$ cat config.mk
export PLATFORM = sky130hd
export DESIGN_NAME = mult8x8_seq_sched
export DESIGN_NICKNAME = d
export VERILOG_FILES = /design/src/rtl/mult8x8_seq_sched.sv
export SDC_FILE = /design/constraint.sdc
export NUM_CORES = 1
export LEC_CHECK = 0
export ABC_AREA = 1
export CELL_PAD_IN_SITES_DETAIL_PLACEMENT = 1
export CELL_PAD_IN_SITES_GLOBAL_PLACEMENT = 2
export CORE_MARGIN = 2
export CORE_UTILIZATION = 23
export DETAILED_ROUTE_END_ITERATION = 16
export PLACE_DENSITY = 0.61
export SETUP_SLACK_MARGIN = 0.4
export SYNTH_ARGS = -nofsm -noshare
export SYNTH_HDL_FRONTEND = slang
export SYNTH_SLANG_ARGS = --single-unit
$ cat constraint.sdc
create_clock -name clk -period 7.66 [get_ports clk]
set_clock_uncertainty 0.1 [all_clocks]
set_input_delay 0.766 -clock clk [delete_from_list [all_inputs] [get_ports clk]]
set_output_delay 0.766 -clock clk [all_outputs]
set_load 0.02 [all_outputs]
$ cat src/rtl/mult8x8_seq_sched.sv
// mult8x8_seq_sched: sequential 8x8 unsigned multiplier that reuses a single
// 4x4 multiplier core over four cycles (LL, HL, LH, HH nibble pairs) and
// shift-accumulates the partial products into a 16-bit result. Operands and
// results use valid/ready handshakes; a completed-handshake counter is exported.
module mult8x8_seq_sched #(
    parameter int CORE_SEL = 0,
    parameter int CNT_W    = 16
) (
    input  logic             clk,
    input  logic             rst,
    input  logic             in_valid,
    output logic             in_ready,
    input  logic [7:0]       a,
    input  logic [7:0]       b,
    output logic             out_valid,
    input  logic             out_ready,
    output logic [15:0]      p,
    output logic             busy,
    output logic [CNT_W-1:0] op_count
);

    localparam logic [1:0] IDLE = 2'd0;
    localparam logic [1:0] MUL  = 2'd1;
    localparam logic [1:0] DONE = 2'd2;

    logic [1:0]       r_state;
    logic [1:0]       r_step;
    logic [7:0]       r_a;
    logic [7:0]       r_b;
    logic [15:0]      r_acc;
    logic [15:0]      r_p;
    logic             r_outValid;
    logic [CNT_W-1:0] r_opCount;

    logic [3:0]       w_coreA;
    logic [3:0]       w_coreB;
    logic [7:0]       w_coreOut;
    logic [3:0]       w_shift;
    logic [15:0]      w_shifted;
    logic [15:0]      w_accNext;

    // 2x2 unsigned multiply at gate level, building block of the recursive core
    function automatic logic [3:0] mul2x2(input logic [1:0] x, input logic [1:0] y);
        logic c;
        logic [3:0] r;
        c    = x[1] & y[0] & x[0] & y[1];
        r[0] = x[0] & y[0];
        r[1] = (x[1] & y[0]) ^ (x[0] & y[1]);
        r[2] = (x[1] & y[1]) ^ c;
        r[3] = x[1] & y[1] & c;
        return r;
    endfunction

    // step bit 0 picks the A nibble, step bit 1 picks the B nibble, so the
    // visiting order is LL, HL, LH, HH with weights 0, 4, 4, 8
    assign w_coreA = r_step[0] ? r_a[7:4] : r_a[3:0];
    assign w_coreB = r_step[1] ? r_b[7:4] : r_b[3:0];
    assign w_shift = {1'b0, (r_step[0] & r_step[1]), (r_step[0] ^ r_step[1]), 1'b0} << 1;

    generate
        if (CORE_SEL == 0) begin : g_colCore
            // column array: four AND rows, each offset by its multiplier bit
            logic [7:0] w_pp [4];
            for (genvar i = 0; i < 4; i++) begin : g_row
                assign w_pp[i] = {4'b0000, (w_coreA & {4{w_coreB[i]}})} << i;
            end
            assign w_coreOut = w_pp[0] + w_pp[1] + w_pp[2] + w_pp[3];
        end else if (CORE_SEL == 1) begin : g_recCore
            // recursive split of the 4x4 product into four 2x2 products
            logic [7:0] w_ll;
            logic [7:0] w_hl;
            logic [7:0] w_lh;
            logic [7:0] w_hh;
            assign w_ll = {4'b0000, mul2x2(w_coreA[1:0], w_coreB[1:0])};
            assign w_hl = {4'b0000, mul2x2(w_coreA[3:2], w_coreB[1:0])};
            assign w_lh = {4'b0000, mul2x2(w_coreA[1:0], w_coreB[3:2])};
            assign w_hh = {4'b0000, mul2x2(w_coreA[3:2], w_coreB[3:2])};
            assign w_coreOut = w_ll + (w_hl << 2) + (w_lh << 2) + (w_hh << 4);
        end else begin : g_badSel
            $error("mult8x8_seq_sched: CORE_SEL must be 0 or 1");
        end
    endgenerate

    // partial product aligned to its nibble weight; the running sum tops out
    // at 255*255, so 16 bits never overflow
    assign w_shifted = {8'b0, w_coreOut} << w_shift;
    assign w_accNext = r_acc + w_shifted;

    // handshake and status outputs; acceptance is blocked while reset is held
    assign in_ready  = (r_state == IDLE) && !rst;
    assign busy      = (r_state != IDLE);
    assign out_valid = r_outValid;
    assign p         = r_p;
    assign op_count  = r_opCount;

    // scheduler FSM: accept operands, run four core steps, hold the result until taken
    always_ff @(posedge clk or posedge rst) begin
        if (rst) begin
            r_state <= IDLE;
            r_step  <= 2'd0;
        end else begin
            case (r_state)
                IDLE: begin
                    if (in_valid) begin
                        r_step  <= 2'd0;
                        r_state <= MUL;
                    end
                end
                MUL: begin
                    r_step <= r_step + 2'd1;
                    if (r_step == 2'd3) begin
                        r_state <= DONE;
                    end
                end
                DONE: begin
                    if (out_ready) begin
                        r_state <= IDLE;
                    end
                end
                default: begin
                    r_state <= IDLE;
                end
            endcase
        end
    end

    // operand capture and accumulation of the shifted partial products
    always_ff @(posedge clk or posedge rst) begin
        if (rst) begin
            r_a   <= 8'd0;
            r_b   <= 8'd0;
            r_acc <= 16'd0;
        end else if (r_state == IDLE) begin
            if (in_valid) begin
                r_a   <= a;
                r_b   <= b;
                r_acc <= 16'd0;
            end
        end else if (r_state == MUL) begin
            r_acc <= w_accNext;
        end
    end

    // result register, output valid flag and completed-handshake counter
    always_ff @(posedge clk or posedge rst) begin
        if (rst) begin
            r_p        <= 16'd0;
            r_outValid <= 1'b0;
            r_opCount  <= '0;
        end else if ((r_state == MUL) && (r_step == 2'd3)) begin
            r_p        <= w_accNext;
            r_outValid <= 1'b1;
        end else if ((r_state == DONE) && out_ready) begin
            r_outValid <= 1'b0;
            r_opCount  <= r_opCount + CNT_W'(1);
        end
    end

endmodule

---- Yosys cells after proc, flatten, opt, wreduce, memory -nomap -nowiden ----
Cells that the tools add are included.
storage, ports and cells
  register bits after elaboration ......... 69
  word-level logic and storage cells ...... 53
  output and inout port bits .............. 35
cells by class
  bitwise gates (word level) .............. 7
  shift operators ......................... 1
  eq/ne operators ......................... 6
  add/sub/neg operators ................... 6
  mux-type cells .......................... 13
  reduce and logical (&&, ||, !) cells .... 12
operators with widths
  cell                     count
  $mux W16                 3
  $add A16 B1 Y16 const B  1
  $add A16 B16 Y16         1
  $and A4 B4 Y4            4
  $shl A8 B4 Y16           1
  $add A7 B7 Y8            1
  $mux W2                  4
  $mux W4                  2
  $add A6 B6 Y7            1
  $add A4 B5 Y6            1
  $ne A2 B2 Y1 const B     3
  $pmux W2 S3              1
  $reduce_and A2 Y1        3
  $reduce_bool A2 Y1       3
  $eq A2 B2 Y1 const B     2
  $pmux W2 S2              1
  $logic_and A1 B1 Y1      3
  $reduce_and A3 Y1        1
  $add A2 B1 Y2 const B    1
  $eq A2 B1 Y1 const B     1
  $logic_not A2 Y1         1
  $mux W1                  2
  $and A1 B1 Y1            1
  $logic_not A1 Y1         1
  2 further kinds          2

---- Depth between registers and ports, before layout ----
  depth after elaboration ................. 9
  depth in mapped cells ................... 26
  mapped depth without buffers ............ 25

---- Worst setup path after synthesis ----
Ideal clock, no wire load.
  path kind ............................... flip-flop to flip-flop
  from .................................... register r_step[0]
  to ...................................... register r_p[10], in the netlist p[10]
  cell stages (with the launch flop) ...... 24
  setup slack ............................. 3.113 ns
  library setup time ...................... 0.117 ns
  clock period less this slack ............ 4.547 ns
  arrival time ............................ 4.330 ns
  required time ........................... 7.443 ns
  path buffers ............................ 1
  cell sequence ........................... dfrtp_1 clkbuf_1 mux2i_1 nor2_1 fa_1 inv_1 fa_1 inv_1 ha_1 fa_1 nand2_1 nand2_1 nand3_1 nand3_1 nand2_1 nor2_1 ha_1 a21oi_1 o21ai_0 inv_1 nand3_1 or2_2 nand3_1 nand2_1
between the ends
  word-level cells in the longest chain between the ends .. 7
  elaborated cells on any way between the ends .. 14
  those cells by class .................... 4 x add/sub; 1 x eq/ne; 1 x shift; 1 x mux; 6 x bitwise; 1 x reduce/logical
RTL lines
  item                    line  RTL
  from (decl)             27    logic [1:0] r_step;
  from (signal assigned)  110   r_step <= r_step + 2'd1;
  $mux W4                 56    assign w_coreA = r_step[0] ? r_a[7:4] : r_a[3:0];
  $and A4 B4 Y4           65    assign w_pp[i] = {4'b0000, (w_coreA & {4{w_coreB[i]}})} << i;
  $add A4 B5 Y6           67    assign w_coreOut = w_pp[0] + w_pp[1] + w_pp[2] + w_pp[3];
  $add A6 B6 Y7           67
  $add A7 B7 Y8           67
  $shl A8 B4 Y16          86    assign w_shifted = {8'b0, w_coreOut} << w_shift;
  $add A16 B16 Y16        87    assign w_accNext = r_acc + w_shifted;
  to (signal assigned)    151   r_p <= w_accNext;
  to (decl)               31    logic [15:0] r_p;
Several ways; a longest one is shown, not always the timed one.
A chain may end at the register's enable or synchronous reset.

---- Worst setup path after layout ----
  from .................................... register r_step[0]
  to ...................................... register r_acc[11]
between the ends
  word-level cells in the longest chain between the ends .. 9
  elaborated cells on any way between the ends .. 14
  those cells by class .................... 4 x add/sub; 1 x shift; 3 x mux; 6 x bitwise
RTL lines
  item                  line  RTL
  $mux W4               56
  $and A4 B4 Y4         65
  $add A4 B5 Y6         67
  $add A6 B6 Y7         67
  $add A7 B7 Y8         67
  $shl A8 B4 Y16 (*)    86
  $add A16 B16 Y16 (*)  87
  $mux W16 (*)          139   end else if (r_state == MUL) begin
  $mux W16 (*)          133   end else if (r_state == IDLE) begin
  to (signal assigned)  140   r_acc <= w_accNext;
  to (decl)             30    logic [15:0] r_acc;
Mark *: on every way between the ends. The rest lies on a longest branch, timed or not. The select of a mux whose other input is x is not followed.

==> impl_summary.txt <==
----------------------------------------------------
[Final layout]
  Area Overhead vs Synth ... 26.13%
  Area of combinational cells with multiple inputs ... 2296 um^2
  Most frequent cells in the layout ... sky130_fd_sc_hd__nand2_1 (137), sky130_fd_sc_hd__dfrtp_1 (69), sky130_fd_sc_hd__clkdlybuf4s50_1 (54), sky130_fd_sc_hd__nor2_1 (50)
  Net count, final ... 615
  Most common cell after layout, fill and taps aside ... sky130_fd_sc_hd__nand2_1
  Number of antenna repair diodes ... 0
  FILL cells ... roughly 2100
  FF+latch area ... approximately 1700 um^2
  Share of cells above drive strength 1 ... roughly a tenth

[Place]
  Final GP Congestion ... around 0.82
  Detailed Place HPWL ... between 8000 and 9000 um
  Port-buffer cells ... 54

[Global routing]
  Global-route wire length before repair ... about 20000 um
  GRT Util Overall ... between 10% and 20%
  Maximum number of pins on one net before global-route repair ... 70
  Number of antenna violations at the first check in global routing ... 0
  Vias in the first global route ... 3827
  Met2 global-route usage ... 21.59%
  Met1 usage in global routing ... between 10% and 20%
  Met3 demand-to-capacity share in global routing ... between 2 and 2.5%
  Congestion Overflow GR ... 0
  Most utilized layer in the global route result ... met2

[Synth]
  Total standard cell area after synthesis ... between 4000 and 5000 um^2
  Post-synthesis mux area share ... 6.643%
  Synth unique cells ... 29
  Cells after Synth ... 504
  Complex-gate fraction of the synthesized area ... 6.050%
  Mean instance size in the synthesized netlist ... 8.371 um^2
  Nets in the synthesized netlist ... approximately 560
  Xor/xnor share of the synthesized area ... roughly 4.8%
  Number of synthesized register bits ... around 70
  Adder-cell area share of the yosys netlist ... between 10% and 20%
  Combinational family with the most area after synthesis ... simple AND/OR/NAND/NOR gates
  Top post-synthesis cells by area ... sky130_fd_sc_hd__dfrtp_1 (41%), sky130_fd_sc_hd__nand2_1 (12%), sky130_fd_sc_hd__ha_1 (8.0%), sky130_fd_sc_hd__nand3_1 (4.5%), sky130_fd_sc_hd__nor2_1 (4.4%)
  Proportion of netlist area held by the largest area contributor ... roughly two fifths
  Post-synthesis share of cell area spent on and, or, nand and nor gates ... about a quarter
  Top cell type by total area after synthesis ... sky130_fd_sc_hd__dfrtp_1
  Warnings from Yosys ... 0
  Sequential-to-total area share from yosys stat ... between 40% and 50%

[Routing]
  Routed length per placed instance ... approximately 15 um
  Number of detailed-routing iterations run before antenna repair ... 4
  Avg Vias per Cell ... ~4.4
  Post-detailed-routing wire length ... approximately 12000 um
  Starting DRT DRC Count ... about 170
  Residual DRC ... 0
  DR vias ... about 3500
  Final ANT Viol Nets ... 0

[Floorplanning]
  Floorplan core area ... approximately 18000 um^2
  DIE HEIGHT ... around 140 um
  Number of core rows ... 49
  I/O pin count ... between 50 and 60
  Total die area ... 19440 um^2
  Starting density of the core ... between 20% and 30%
  Die X ... about 140 um

[Min path]
  Type of the most critical hold path ... flip-flop to flip-flop

[Clocking]
  Max Buffers Root-to-Sink ... 2
  TritonCTS clock tree ... built
  Resized Gates After CTS ... 0
  Clock root cell ... sky130_fd_sc_hd__clkbuf_16
  Number of buffers inserted during clock tree synthesis ... 9
  Clock transition time at the flip-flop clock pins of the worst setup and hold paths ... around 0.060 ns
  Number of levels the H-tree was split into ... 3
  Total clock sinks ... 69
  Post-CTS Hold Fix Bufs ... 0
  # Post-CTS Setup Buffers ... 0
  Clk_lat worst skew ... about 0.35 ns

[STA]
  Final-report max-slew violation count ... 0
  Max_slew headroom ... 38.06%
  Final worst path period need ... 4.942 ns
  Final number of hold-violating endpoints ... 0
  Final setup viols ... 0
  Worst Max-Slew Pin Slew ... approximately 0.93 ns
  Fmax achieved ... 202.3 MHz
  RSZ-0062 raised after global routing ... false
  Share of the clock period used by the worst path after layout ... around 65%
  Aggregate negative setup slack ... 0 ns

[Worst setup path]
  Worst endpoint data arrival time ... 5.07 ns
  Top fanout value on the critical path ... 7
  Critical path's largest stage delay ... 0.55 ns
  Critical path launch point type ... flip-flop
  CP Cell Sequence ... mux2i_1 -> nor2_1 -> fa_1 -> inv_1 -> fa_1 -> inv_1 -> ha_1 -> fa_1 -> xor2_1 -> mux2i_1 -> nor2_1 -> ha_1 -> nand2_1 -> nor2_1 -> nand3_1 -> nand2_1 -> a21oi_1 -> or2_2 -> nand3_1 -> nand2_1
  Type of the setup path with the least slack ... flip-flop to flip-flop
  Nature of the critical path endpoint ... flip-flop
  Critical Path Slowest Stage Cell ... sky130_fd_sc_hd__fa_1
  WP data required ... 7.79 ns

[Outcome]
  Outcome ... finished clean

[Flow run]
  Count of max-cap constraint violations ... 0

----------------------------------------------------
[path summary, 6_finish.rpt]
| kind | startpoint | endpoint | slack [ns] | cells after the start |
|---|---|---|---|---|
| min reg2reg | p[13] | p[13] | 0.37 | 2 |
| max reg2reg | r_step[0] | r_acc[11] | 2.72 | 20 |
| min | p[13] | p[13] | 0.37 | 2 |
| max | r_step[0] | r_acc[11] | 2.72 | 20 |
| max in group asynchronous | rst | r_acc[14] | 5.89 | 3 |
| min in group asynchronous | rst | op_count[0] | 0.96 | 3 |
[routing by layer]
layer / routed length [um] / vias to the layer above
met5: 0 / -
li1: - / 1759
met2: 5563 / 44
met1: 5558 / 1687
met3: 316 / 12
met4: 231 / 0
[Yosys cell counts, drive strengths merged]
library cell / n
or2: 9
nand2: 137
dfrtp: 69
mux2i: 10
a21o: 2
nor2: 54
nor3: 6
clkbuf: 4
fa: 6
buf: 4
nand4: 5
a21oi: 21
inv: 41
o31ai: 1
o21bai: 1
ha: 27
xnor2: 8
mux2: 16
xor2: 15
nand3b: 2
clkinv: 2
o21ai: 24
nand3: 40
[area by class of cell]
cell class,instances,share of cell area (%)
Tap cell,229,5.384
Clock inverter,5,1.129
Sequential cell,69,32.45
Multi-Input combinational cell,384,43.15
Timing Repair Buffer,55,10.30
Inverter,43,3.033
Clock buffer,11,4.561
[registers in the layout, summed over array words and instances, names as in the netlist]
| name | cells |
|---|---|
| op_count | 16 |
| p | 16 |
| out_valid | 1 |
| r_b | 8 |
| r_step | 2 |
| r_acc | 16 |
| r_a | 8 |
| r_state | 2 |
[cell families (layout without fill, tap and decap cells)]
logic type | Yosys count | in the layout
adder cells (fa/ha/maj) | 33 | 33
AND/OR/NAND/NOR | 253 | 253
multiplexers | 26 | 26
buffers and inverters | 51 | 114
flip-flops | 69 | 69
XOR/XNOR | 23 | 23
AO/OA/AOI/OAI | 49 | 49
[metrics by stage]
step                hold WS, ns  util (%)  std cells  worst slack (ns)  cell area [um^2]
global placement         0.3704     27.94        780             2.808              5019
detailed placement       0.3690     27.94        780             2.689              5019
CTS                      0.3845     29.62        796             2.652              5321
global route             0.4082     29.62        796             2.274              5321
finish                   0.3743     29.62        796             2.718              5321
floorplan                0.3555         -        504             3.113              4219
[worst max-delay path, delay by kind of cell (launching register included)]
| kind | cells | cell delay (ns) |
|---|---|---|
| AO/OA/AOI/OAI | 1 | 0.12 |
| XOR/XNOR | 1 | 0.18 |
| adder cells (fa/ha/maj) | 5 | 2.10 |
| buffers and inverters | 2 | 0.09 |
| flip-flops | 1 | 0.52 |
| multiplexers | 2 | 0.60 |
| AND/OR/NAND/NOR | 9 | 1.11 |
Power is not shown: default switching activity piles up to over one toggle a cycle in this logic, so the estimate is an artifact.
